### src/rtl/controlpath_pkg.sv
// Shared encodings, field positions and the decoded control bundle
// for the controlpath instruction sequencer.
package controlpath_pkg;

    localparam int INSTR_W = 33;

    typedef enum logic [1:0] {
        CLS_NOP  = 2'b00,
        CLS_ALU  = 2'b01,
        CLS_COPY = 2'b10,
        CLS_SETZ = 2'b11
    } cls_e;

    typedef enum logic {
        ST_RUN  = 1'b0,
        ST_HOLD = 1'b1
    } state_e;

    localparam int CLS_LO   = 31;
    localparam int OP_LO    = 28;
    localparam int FORM_B   = 27;
    localparam int PERCI_LO = 25;
    localparam int CONST_B  = 24;
    localparam int A_LO     = 20;
    localparam int B_LO     = 16;
    localparam int C_LO     = 12;
    localparam int D_LO     = 8;
    localparam int Y1_LO    = 4;
    localparam int Y2_LO    = 0;
    localparam int NEG_B    = 30;

    localparam logic [1:0] WR_NONE = 2'b00;
    localparam logic [1:0] WR_Y1   = 2'b01;
    localparam logic [1:0] WR_BOTH = 2'b11;

    typedef struct packed {
        logic       pc_inc;
        logic [2:0] alu_op;
        logic       alu_form;
        logic [1:0] vec_perci;
        logic       const_c;
        logic [3:0] zero_reg;
        logic [3:0] a_sel;
        logic [3:0] b_sel;
        logic [3:0] c_sel;
        logic [3:0] d_sel;
        logic [3:0] y1_sel;
        logic [3:0] y2_sel;
        logic [1:0] alu_write;
        logic       copy_neg;
        logic [3:0] copy_sel;
    } ctl_t;

endpackage

### src/rtl/controlpath_decode.sv
// Combinational instruction decode: the control bundle a RUN-state
// instruction produces, plus whether it starts a paired ALU op.
module controlpath_decode
    import controlpath_pkg::*;
(
    input  logic [INSTR_W-1:0] i_instruction,
    input  logic [3:0]         i_zero_reg,
    output ctl_t               o_ctl,
    output logic               o_paired
);

    cls_e w_cls;
    logic w_form;

    assign w_cls  = cls_e'(i_instruction[CLS_LO +: 2]);
    assign w_form = i_instruction[FORM_B];

    always_comb begin
        o_ctl          = '0;
        o_ctl.zero_reg = i_zero_reg;
        o_ctl.pc_inc   = 1'b1;
        o_paired       = 1'b0;
        unique case (w_cls)
            CLS_ALU: begin
                o_ctl.alu_op    = i_instruction[OP_LO +: 3];
                o_ctl.alu_form  = w_form;
                o_ctl.vec_perci = i_instruction[PERCI_LO +: 2];
                o_ctl.const_c   = i_instruction[CONST_B];
                o_ctl.a_sel     = i_instruction[A_LO +: 4];
                o_ctl.b_sel     = i_instruction[B_LO +: 4];
                o_ctl.c_sel     = i_instruction[C_LO +: 4];
                o_ctl.d_sel     = i_instruction[D_LO +: 4];
                o_ctl.y1_sel    = i_instruction[Y1_LO +: 4];
                o_ctl.y2_sel    = i_instruction[Y2_LO +: 4];
                // Paired form writes both results on the follow-up cycle.
                o_ctl.alu_write = w_form ? WR_NONE : WR_Y1;
                o_ctl.pc_inc    = ~w_form;
                o_paired        = w_form;
            end
            CLS_COPY: begin
                o_ctl.copy_neg  = i_instruction[NEG_B];
                o_ctl.y1_sel    = i_instruction[Y1_LO +: 4];
                o_ctl.copy_sel  = i_instruction[Y2_LO +: 4];
                o_ctl.alu_write = WR_Y1;
            end
            CLS_SETZ: begin
                o_ctl.zero_reg = i_instruction[Y2_LO +: 4];
            end
            CLS_NOP: begin
            end
        endcase
    end

endmodule

### src/rtl/controlpath.sv
// Control path: RUN/HOLD sequencer with registered decode outputs.
// HOLD replays the paired ALU fields with both writes enabled.
module controlpath
    import controlpath_pkg::*;
(
    input  logic                clk,
    input  logic                rst,
    input  logic [INSTR_W-1:0]  instruction,
    output logic                program_counter_inc,
    output logic [2:0]          alu_op,
    output logic                alu_form,
    output logic [1:0]          alu_vec_perci,
    output logic                const_c,
    output logic [3:0]          zero_reg,
    output logic [3:0]          alu_a_select,
    output logic [3:0]          alu_b_select,
    output logic [3:0]          alu_c_select,
    output logic [3:0]          alu_d_select,
    output logic [3:0]          alu_Y1_select,
    output logic [3:0]          alu_Y2_select,
    output logic [1:0]          alu_write,
    output logic                copy_neg,
    output logic [3:0]          copy_select
);

    state_e r_state;
    state_e w_state_nxt;
    ctl_t   r_ctl;
    ctl_t   w_dec;
    ctl_t   w_ctl_nxt;
    logic   w_paired;

    controlpath_decode u_decode (
        .i_instruction (instruction),
        .i_zero_reg    (r_ctl.zero_reg),
        .o_ctl         (w_dec),
        .o_paired      (w_paired)
    );

    always_ff @(posedge clk) begin
        if (rst) begin
            r_state <= ST_RUN;
        end else begin
            r_state <= w_state_nxt;
        end
    end

    always_comb begin
        w_state_nxt = ST_RUN;
        w_ctl_nxt   = w_dec;
        unique case (r_state)
            ST_RUN: begin
                if (w_paired) begin
                    w_state_nxt = ST_HOLD;
                end
            end
            ST_HOLD: begin
                w_ctl_nxt           = r_ctl;
                w_ctl_nxt.alu_write = WR_BOTH;
                w_ctl_nxt.pc_inc    = 1'b1;
            end
        endcase
    end

    always_ff @(posedge clk) begin
        if (rst) begin
            r_ctl <= '0;
        end else begin
            r_ctl <= w_ctl_nxt;
        end
    end

    assign program_counter_inc = r_ctl.pc_inc;
    assign alu_op              = r_ctl.alu_op;
    assign alu_form            = r_ctl.alu_form;
    assign alu_vec_perci       = r_ctl.vec_perci;
    assign const_c             = r_ctl.const_c;
    assign zero_reg            = r_ctl.zero_reg;
    assign alu_a_select        = r_ctl.a_sel;
    assign alu_b_select        = r_ctl.b_sel;
    assign alu_c_select        = r_ctl.c_sel;
    assign alu_d_select        = r_ctl.d_sel;
    assign alu_Y1_select       = r_ctl.y1_sel;
    assign alu_Y2_select       = r_ctl.y2_sel;
    assign alu_write           = r_ctl.alu_write;
    assign copy_neg            = r_ctl.copy_neg;
    assign copy_select         = r_ctl.copy_sel;

endmodule

### config.mk
export PLATFORM = sky130hd
export DESIGN_NAME = controlpath
export DESIGN_NICKNAME = d
export VERILOG_FILES = /design/src/rtl/controlpath_pkg.sv /design/src/rtl/controlpath_decode.sv /design/src/rtl/controlpath.sv
export SDC_FILE = /design/constraint.sdc
export NUM_CORES = 1
export LEC_CHECK = 0
export BUFFER_PORTS_ARGS = -buffer_cell sky130_fd_sc_hd__buf_2
export CORE_UTILIZATION = 41
export DETAILED_ROUTE_END_ITERATION = 10
export PLACE_DENSITY = 0.74
export SLEW_MARGIN = 25
export SYNTH_ARGS = -nofsm -noshare
export SYNTH_HDL_FRONTEND = slang
export SYNTH_SLANG_ARGS = --single-unit
### constraint.sdc
create_clock -name clk -period 1.3 [get_ports clk]
set_clock_uncertainty 0.1 [all_clocks]
set_input_delay 0.26 -clock clk [delete_from_list [all_inputs] [get_ports clk]]
set_output_delay 0.26 -clock clk [all_outputs]
set_load 0.005 [all_outputs]
==> flow_metrics.py, run 1 <==
metrics = {
    "yosys": {
        "synth_nets": 228,
        "ys_ff_latch": 44,
        "synth_area_per_cell_sq_um": 9.055,
        "syn-cell-area_sq_mm": 0.001720,
        "synthCells": 190,
        "yosysWarningCount": 0,
        "ys_seq_area_share_pct": 51.20,
        "ys_types": 18,
    },
    "timing": {
        "layout_worst_path_cycle_share_pct": 90.82,
        "fin_crit_ns": 1.181,
        "setup-violations-final": 0,
        "max_slew.worst_pin.slew_ns": 0.3127,
        "slew_violations": 0,
        "max_freq_mhz": 847.0,
        "rsz0062_at_grt": "no",
        "max_slew_margin_pct": 79.15,
        "setup_tns_ns": 0,
        "hold_viol": 0,
    },
    "setup_path": {
        "cp-end-kind": "register",
        "critical-path-slowest-cell": "or3b_1",
        "cp.required_ns": 1.42,
        "r2r_cells": 2,
        "cp_cell_sequence": "buf_2 -> inv_1 -> ha_1 -> or3b_1 -> a21oi_1",
        "startpoint_type": "input pin",
        "r2r_end": "alu_Y1_select[0]",
        "r2r_start": "r_state",
        "arrival_ns": 1.30,
        "r2r_slack_ns": 0.14,
        "cp_max_fo": 5,
        "cp_slowest_stage_delay_ns": 0.38,
        "crit_type": "in -> reg",
    },
    "power": {
        "cellPowerDensity_mw_per_mm2": 1123,
        "p_leak_uw": 0.001016,
        "vdd_drop_max_uv": 554.5,
        "finalPower_uw": 2564,
    },
    "clock_tree": {
        "worstSkewPairLatency_ns": 0.29,
        "cts_resized": 0,
        "cts_buffers": 5,
        "cts_hold_buf": 0,
        "clk_pin_slew_ns": 0.08,
        "htree_num_levels": 2,
        "post_cts_buffers": 0,
        "cts_buffer_depth": 2,
        "clock_sinks": 44,
        "cts_tree": "done",
        "root_buffer": "clkbuf_8",
    },
    "placed_design": {
        "hpwl_mm": 2.706,
        "dpl_cell_area_sq_mm": 0.002187,
        "io_buffers": 77,
        "dp_cells": 313,
        "gp_congestion": 0.7174,
    },
    "final_layout": {
        "nFillCells": 392,
        "drive_above_1_share_pct": 36.16,
        "antenna_cells": 0,
        "nets": 308,
        "finalNonFillerCells": 321,
        "area_growth_pct": 32.65,
        "final_common_cell": "buf_2",
        "postLayoutCellArea_sq_mm": 0.002282,
        "final_cell_mix": "buf_2, dfxtp_1, nand2_1, a21oi_1, nand3b_1",
        "final_core_util_pct": 57.05,
    },
    "floorplan": {
        "std_cell_rows": 23,
        "dieArea_sq_mm": 0.004459,
        "die_x_um": 66.78,
        "initial_core_util_pct": 43.01,
        "ios": 78,
        "core_area_sq_mm": 0.004000,
        "die-height_um": 66.78,
    },
    "grt": {
        "antenna_found_initial": 0,
        "grt_pass1_vias": 1339,
        "grt_max_degree": 23,
        "track_usage_pct": 17.47,
        "grt-ovfl-total": 0,
        "grt_first_pass_wirelength_mm": 5.865,
    },
    "drt": {
        "via_count": 1548,
        "first_pass_iters": 6,
        "totalWireLength_mm": 3.897,
        "ant_nets": 0,
        "wl_per_cell_um": 12.14,
        "drt_iter0_markers": 56,
        "drc": 0,
        "routed_via_density": 4.822,
    },
    "min_path": {
        "hold_depth": 3,
        "hold_class": "in -> reg",
        "min_to": "alu_b_select[1]",
        "hold_path_startpoint": "instruction[17]",
    },
    "outcome": {
        "outcome": "completed",
    },
    "job": {
        "maxCapViolCount": 0,
    },
}
==> report_power, final <==
part	switching, uW	internal (uW)	leakage, uW	total [uW]
Clock	452	424	0.0000510	876
Combinational	130	143	0.000605	273
Sequential	23.7	1390	0.000359	1420
Total	605	1960	0.00102	2560
==> cell families after synthesis <==
| family | synth area share [%] |
|---|---|
| and+or+nand+nor | 28.36 |
| DFF | 51.20 |
| AOI/OAI and AO/OA | 13.09 |
| buffers and inverters | 5.163 |
| adders and majority gates | 2.182 |
==> how the worst max path moves through the flow <==
| stage | start | endpoint |
|---|---|---|
| 2_1_floorplan | instruction[31] | alu_Y1_select[3] |
| 3_3_place_gp | instruction[31] | alu_Y1_select[0] |
| 3_5_place_dp | instruction[31] | alu_Y1_select[0] |
| 4_1_cts | r_state | alu_vec_perci[1] |
| 5_1_grt | instruction[31] | alu_Y1_select[0] |
| 6_report | instruction[31] | alu_Y1_select[0] |
==> cells in the mapped netlist, drive strengths merged <==
cell type,number,share of area [%]
a21oi,28,8.1
a221oi,1,0.87
buf,11,3.6
clkbuf,4,0.95
dfxtp,44,51
ha,3,2.2
inv,3,0.65
nand2,36,7.9
nand2b,11,4.0
nand3b,24,10
nand4bb,4,2.6
nor2,3,0.65
nor2b,2,0.73
o21ai,4,1.2
o22ai,8,2.9
or3b,4,2.0
==> metal layers <==
metal	vias up	wire [um]	global-route usage, %
met2	47	1754	28.41
li1	802	-	-
met3	7	311	6.164
met4	0	55	7.181
met1	692	1776	20.67
met5	-	0	0
==> critical path, delay by kind of cell <==
| kind | cells | cell delay (ns) |
|---|---|---|
| AO/OA/AOI/OAI | 1 | 0.17 |
| AND/OR/NAND/NOR | 1 | 0.38 |
| buffers and inverters | 2 | 0.14 |
| adder cells (fa/ha/maj) | 1 | 0.35 |
==> cell type report <==
class | instances | area, sq um | share of cell area [%]
clock buffers | 6 | 82.58 | 3.618
repair buffers | 88 | 480.5 | 21.05
clock inverters | 2 | 10.01 | 0.4386
multi-input cells | 128 | 750.7 | 32.89
inverters | 3 | 11.26 | 0.4934
flip-flops and latches | 44 | 884.6 | 38.76
well taps | 50 | 62.56 | 2.741
==> per-stage QoR <==
step	hold slack [ns]	setup WS, ns
finish	0.1308	0.1193
global route	0.1328	0.08080
CTS	0.1231	0.06528
detailed placement	0.3489	-0.1729
global placement	0.3416	-0.09806
floorplan	0.3239	0.05039
Power figures use the tool's default switching activity.
==> run 2: changes to the inputs <==
--- a/config.mk
+++ b/config.mk
@@ -5,10 +5,10 @@
 export SDC_FILE = /design/constraint.sdc
 export NUM_CORES = 1
 export LEC_CHECK = 0
-export BUFFER_PORTS_ARGS = -buffer_cell sky130_fd_sc_hd__buf_2
-export CORE_UTILIZATION = 41
+export CORE_UTILIZATION = 51
 export DETAILED_ROUTE_END_ITERATION = 10
-export PLACE_DENSITY = 0.74
+export DONT_BUFFER_PORTS = 1
+export PLACE_DENSITY = 0.69
 export SLEW_MARGIN = 25
 export SYNTH_ARGS = -nofsm -noshare
 export SYNTH_HDL_FRONTEND = slang
==> flow_metrics.py, run 2 (synthesis gave the netlist of run 1 again) <==
metrics = {
    "timing": {
        "fin_crit_ns": 1.273,
        "layout_worst_path_cycle_share_pct": 97.91,
        "fin_ws_ns": 0.02722,
        "max_slew_margin_pct": 82.48,
        "setup-violations-final": 0,
        "max_freq_mhz": 785.7,
        "rsz0062_at_grt": "yes",
        "slew_violations": 0,
        "holdWs_ns": -0.1218,
        "max_slew.worst_pin.slew_ns": 0.2622,
        "hold_viol": 41,
        "setup_tns_ns": 0,
    },
    "setup_path": {
        "startpoint_type": "register",
        "cp_max_fo": 2,
        "r2r_cells": 3,
        "r2r_slack_ns": 0.03,
        "r2r_start": "zero_reg[2]",
        "r2r_end": "zero_reg[2]",
        "cp.required_ns": 1.48,
        "arrival_ns": 1.45,
        "cp-end-kind": "register",
        "crit_type": "reg -> reg",
    },
    "floorplan": {
        "initial_core_util_pct": 55.00,
        "dieArea_sq_mm": 0.003610,
        "std_cell_rows": 20,
        "die_x_um": 60.08,
        "ios": 78,
        "core_area_sq_mm": 0.003128,
        "die-height_um": 60.08,
    },
    "min_path": {
        "hold_path_startpoint": "rst",
        "min_to": "r_state",
        "hold_class": "in -> reg",
        "hold_depth": 1,
    },
    "outcome": {
        "outcome": "finished, violations left",
        "violations": "negative hold slack",
    },
    "clock_tree": {
        "htree_num_levels": 2,
        "post_cts_buffers": 0,
        "clock_sinks": 44,
        "cts_buffers": 5,
        "root_buffer": "clkbuf_4",
        "worstSkewPairLatency_ns": 0.34,
        "clk_pin_slew_ns": 0.12,
        "cts_hold_buf": 5,
        "cts_buffer_depth": 2,
        "cts_tree": "done",
    },
    "final_layout": {
        "seqCellArea_sq_um": 884.6,
        "final_core_util_pct": 60.28,
        "final_common_cell": "dfxtp_1",
        "drive_above_1_share_pct": 7.772,
        "nFillCells": 273,
        "nets": 230,
        "multi_input_area_sq_um": 750.7,
        "area_growth_pct": 9.600,
        "antenna_cells": 0,
        "final_cell_mix": "dfxtp_1, nand2_1, a21oi_1, nand3b_1, nand2b_1",
    },
    "power": {
        "cellPowerDensity_mw_per_mm2": 1191,
        "p_leak_uw": 0.0006266,
        "vdd_drop_max_uv": 683.9,
    },
    "grt": {
        "track_usage_pct": 20.25,
        "grt_pass1_vias": 1156,
        "grt-ovfl-total": 0,
        "grt_max_degree": 51,
        "grt_first_pass_wirelength_mm": 5.361,
        "antenna_found_initial": 0,
    },
    "drt": {
        "routed_via_density": 5.679,
        "ant_nets": 0,
        "drc": 0,
        "wl_per_cell_um": 15.21,
        "drt_iter0_markers": 74,
        "via_count": 1346,
        "totalWireLength_mm": 3.604,
        "first_pass_iters": 4,
    },
    "job": {
        "maxCapViolCount": 0,
    },
    "placed_design": {
        "pre_cts_slack_ns": -0.01421,
        "hpwl_mm": 2.414,
        "gp_congestion": 0.6599,
        "io_buffers": 0,
    },
}
==> run 2: changes by cell type in the layout (fill, tap and decap cells not counted), sizes merged <==
| cell | before | now |
|---|---|---|
| buf | 88 | 5 |
| dlygate4sd3 | 0 | 5 |
| clkbuf | 6 | 8 |
| clkinv | 2 | 0 |
==> run 2: worst max-delay path by stage <==
stage | start | end | slack (ns) | depth (start not counted)
6_report | zero_reg[2] | zero_reg[2] | 0.03 | 3
5_1_grt | zero_reg[2] | zero_reg[2] | -0.02 | 3
4_1_cts | zero_reg[2] | zero_reg[2] | 0.02 | 3
3_5_place_dp | instruction[31] | alu_Y1_select[0] | -0.01 | 4
3_3_place_gp | instruction[31] | alu_Y1_select[3] | 0.03 | 4
2_1_floorplan | instruction[31] | alu_Y1_select[3] | 0.05 | 4
==> run 2: metal layers <==
metal / track usage, % / routed length, um / up-vias
met5: 0 / 0 / -
met4: 8.306 / 48 / 0
met3: 9.740 / 346 / 7
met2: 33.17 / 1778 / 66
met1: 22.35 / 1430 / 620
li1: - / - / 653
==> run 2: cell type report <==
class | count | share of cell area (%)
inverters | 3 | 0.5972
clock buffers | 8 | 3.119
flip-flops and latches | 44 | 46.91
multi-input cells | 128 | 39.81
well taps | 44 | 2.920
repair buffers | 10 | 6.636
==> run 2: stage by stage <==
step                      instance area, sq um  instances  hold WS (ns)  total power [uW]
after floorplan                           1720        190        0.3239              1579
after global placement                    1774        224        0.2320              1597
after detailed placement                  1774        224        0.2311              1604
after CTS                                 1883        237       -0.1518              2276
after global routing                      1886        237       -0.1693              2366
final                                     1886        237       -0.1218              2246
==> run 2: critical path: stages, from the launching register on <==
cell and delay (ns):
dfxtp_2 0.36, nand2b_1 0.05, dlygate4sd3_1 0.57, o21ai_1 0.13
==> run 2: report_power, final <==
| group | internal [uW] | total, uW | switching [uW] |
|---|---|---|---|
| registers | 1400 | 1430 | 36.9 |
| logic | 82.6 | 155 | 72.0 |
| clock network | 267 | 659 | 392 |
==> run 2: timing repair <==
item	4_1_cts	5_1_grt
gates resized for setup	0	4
endpoints found under the setup margin	0	2
endpoints found under the hold margin	44	42
==> run 3: changes to the inputs <==
--- a/config.mk
+++ b/config.mk
@@ -8,6 +8,7 @@
 export CORE_UTILIZATION = 51
 export DETAILED_ROUTE_END_ITERATION = 10
 export DONT_BUFFER_PORTS = 1
+export GPL_TIMING_DRIVEN = 0
 export PLACE_DENSITY = 0.69
 export SLEW_MARGIN = 25
 export SYNTH_ARGS = -nofsm -noshare
==> flow_metrics.py, run 3 (synthesis gave the netlist of run 1 again) <==
metrics = {
    "outcome": {
        "outcome": "completed",
    },
    "power": {
        "p_clk_share_pct": 28.8,
        "p_sw_share_pct": 23.40,
        "p_int_uw": 1784,
        "finalPower_uw": 2328,
        "pwr-share-seq_pct": 61.4,
        "p_leak_uw": 0.0007447,
        "vdd_drop_max_uv": 658.6,
        "p_sw_uw": 544.8,
        "comb_power_share_pct": 9.8,
        "cellPowerDensity_mw_per_mm2": 1109,
    },
    "grt": {
        "grt_max_degree": 13,
        "track_usage_pct": 23.29,
        "grt-ovfl-total": 0,
        "grt_first_pass_wirelength_mm": 6.161,
        "grt_pass1_vias": 1455,
        "antenna_found_initial": 0,
    },
    "final_layout": {
        "finalNonFillerCells": 268,
        "antenna_cells": 0,
        "final_core_util_pct": 67.12,
        "final_cell_mix": "dfxtp_1, nand2_1, a21oi_1, dlygate4sd3_1, nand3b_1",
        "area_growth_pct": 22.04,
        "nets": 261,
        "final_common_cell": "dfxtp_1",
        "drive_above_1_share_pct": 8.036,
    },
    "drt": {
        "wl_per_cell_um": 15.24,
        "drt_iter0_markers": 81,
        "via_count": 1478,
        "ant_nets": 0,
        "routed_via_density": 5.515,
        "totalWireLength_mm": 4.084,
        "drc": 0,
        "first_pass_iters": 4,
    },
    "placed_design": {
        "hpwl_mm": 2.764,
        "io_buffers": 0,
        "gp_congestion": 0.7554,
        "dp_cells": 234,
    },
    "timing": {
        "slew_violations": 0,
        "fin_crit_ns": 1.204,
        "max_slew.worst_pin.slew_ns": 0.4341,
        "rsz0062_at_grt": "no",
        "hold_viol": 0,
        "max_slew_margin_pct": 71.06,
        "max_freq_mhz": 830.7,
        "setup-violations-final": 0,
        "layout_worst_path_cycle_share_pct": 92.60,
    },
    "setup_path": {
        "startpoint_type": "register",
        "cp-end-kind": "register",
        "r2r_start": "r_state",
        "arrival_ns": 1.37,
        "cp_max_fo": 10,
        "cp.required_ns": 1.47,
        "worstSetupStartpoint": "r_state",
        "crit_type": "reg -> reg",
    },
    "clock_tree": {
        "worstSkewPairLatency_ns": 0.34,
        "cts_buffer_depth": 2,
        "clk_pin_slew_ns": 0.12,
        "cts_buffers": 5,
        "clock_sinks": 44,
        "htree_num_levels": 2,
        "cts_tree": "done",
        "root_buffer": "clkbuf_4",
        "post_cts_buffers": 0,
    },
    "floorplan": {
        "std_cell_rows": 20,
        "core_area_sq_mm": 0.003128,
        "die_x_um": 60.08,
        "initial_core_util_pct": 55.00,
        "die-height_um": 60.08,
        "ios": 78,
        "dieArea_sq_mm": 0.003610,
    },
    "min_path": {
        "hold_path_startpoint": "rst",
        "hold_class": "in -> reg",
    },
    "job": {
        "maxCapViolCount": 0,
    },
}
==> run 3: changes by cell type in the layout (fill, tap and decap cells not counted), moves of 3 or more <==
cell / before / now
clkbuf_1: 2 / 5
dfxtp_1: 41 / 44
buf_12: 3 / 0
dlygate4sd3_1: 5 / 27
dfxtp_2: 3 / 0
buf_2: 0 / 10
==> run 3: path summary, 6_finish.rpt <==
path                      to  slack, ns  cells past startpoint
max          alu_d_select[3]        0.1                      4
min              zero_reg[0]       0.01                      2
max reg2reg  alu_d_select[3]        0.1                      4
min reg2reg  alu_d_select[0]       0.39                      2
==> run 3: per-stage QoR <==
step	setup WS, ns	cell area, sq um	TNS, ns	hold slack, ns
floorplan	0.05039	1720	0	0.3239
global placement	-0.02036	1775	-0.02036	0.3295
detailed placement	-0.05266	1775	-0.3508	0.3325
CTS	0.07585	2095	0	0.0005345
global route	0.002362	2100	0	0.01366
finish	0.09625	2100	0	0.009843
==> run 3: layout make-up <==
| class | count | area (sq um) |
|---|---|---|
| well taps | 44 | 55.05 |
| multi-input cells | 128 | 750.7 |
| flip-flops and latches | 44 | 880.8 |
| fillers | 259 | 1028 |
| inverters | 3 | 11.26 |
| repair buffers | 27 | 270.3 |
| plain buffers | 14 | 72.57 |
| clock buffers | 8 | 58.81 |
==> run 3: critical path: stages (launching register included) <==
cell	delay, ns
dfxtp_1	0.37
buf_2	0.20
buf_2	0.23
nand2_1	0.07
a21oi_1	0.15
==> run 3: what timing repair did <==
item                                    in CTS  in global routing
endpoints found under the setup margin       0                  1
resized for setup                            0                  0
endpoints found under the hold margin       29                  1
hold buffers                                26                  1
==> run 3: per-layer routing <==
| metal | vias up | track usage, % | share of wire (%) |
|---|---|---|---|
| met1 | 690 | 24.23 | 41 |
| li1 | 715 | - | - |
| met2 | 64 | 40.95 | 49 |
| met4 | 0 | 11.30 | 1.5 |
| met3 | 9 | 8.658 | 8.3 |
| met5 | - | 0 | 0 |
==> run 3: power groups by stage <==
stage,logic (uW),registers [uW],clock network (uW)
floorplan,128,1450,0
global placement,154,1460,0
detailed placement,162,1460,0
CTS,228,1430,688
global route,254,1440,733
finish,229,1430,670
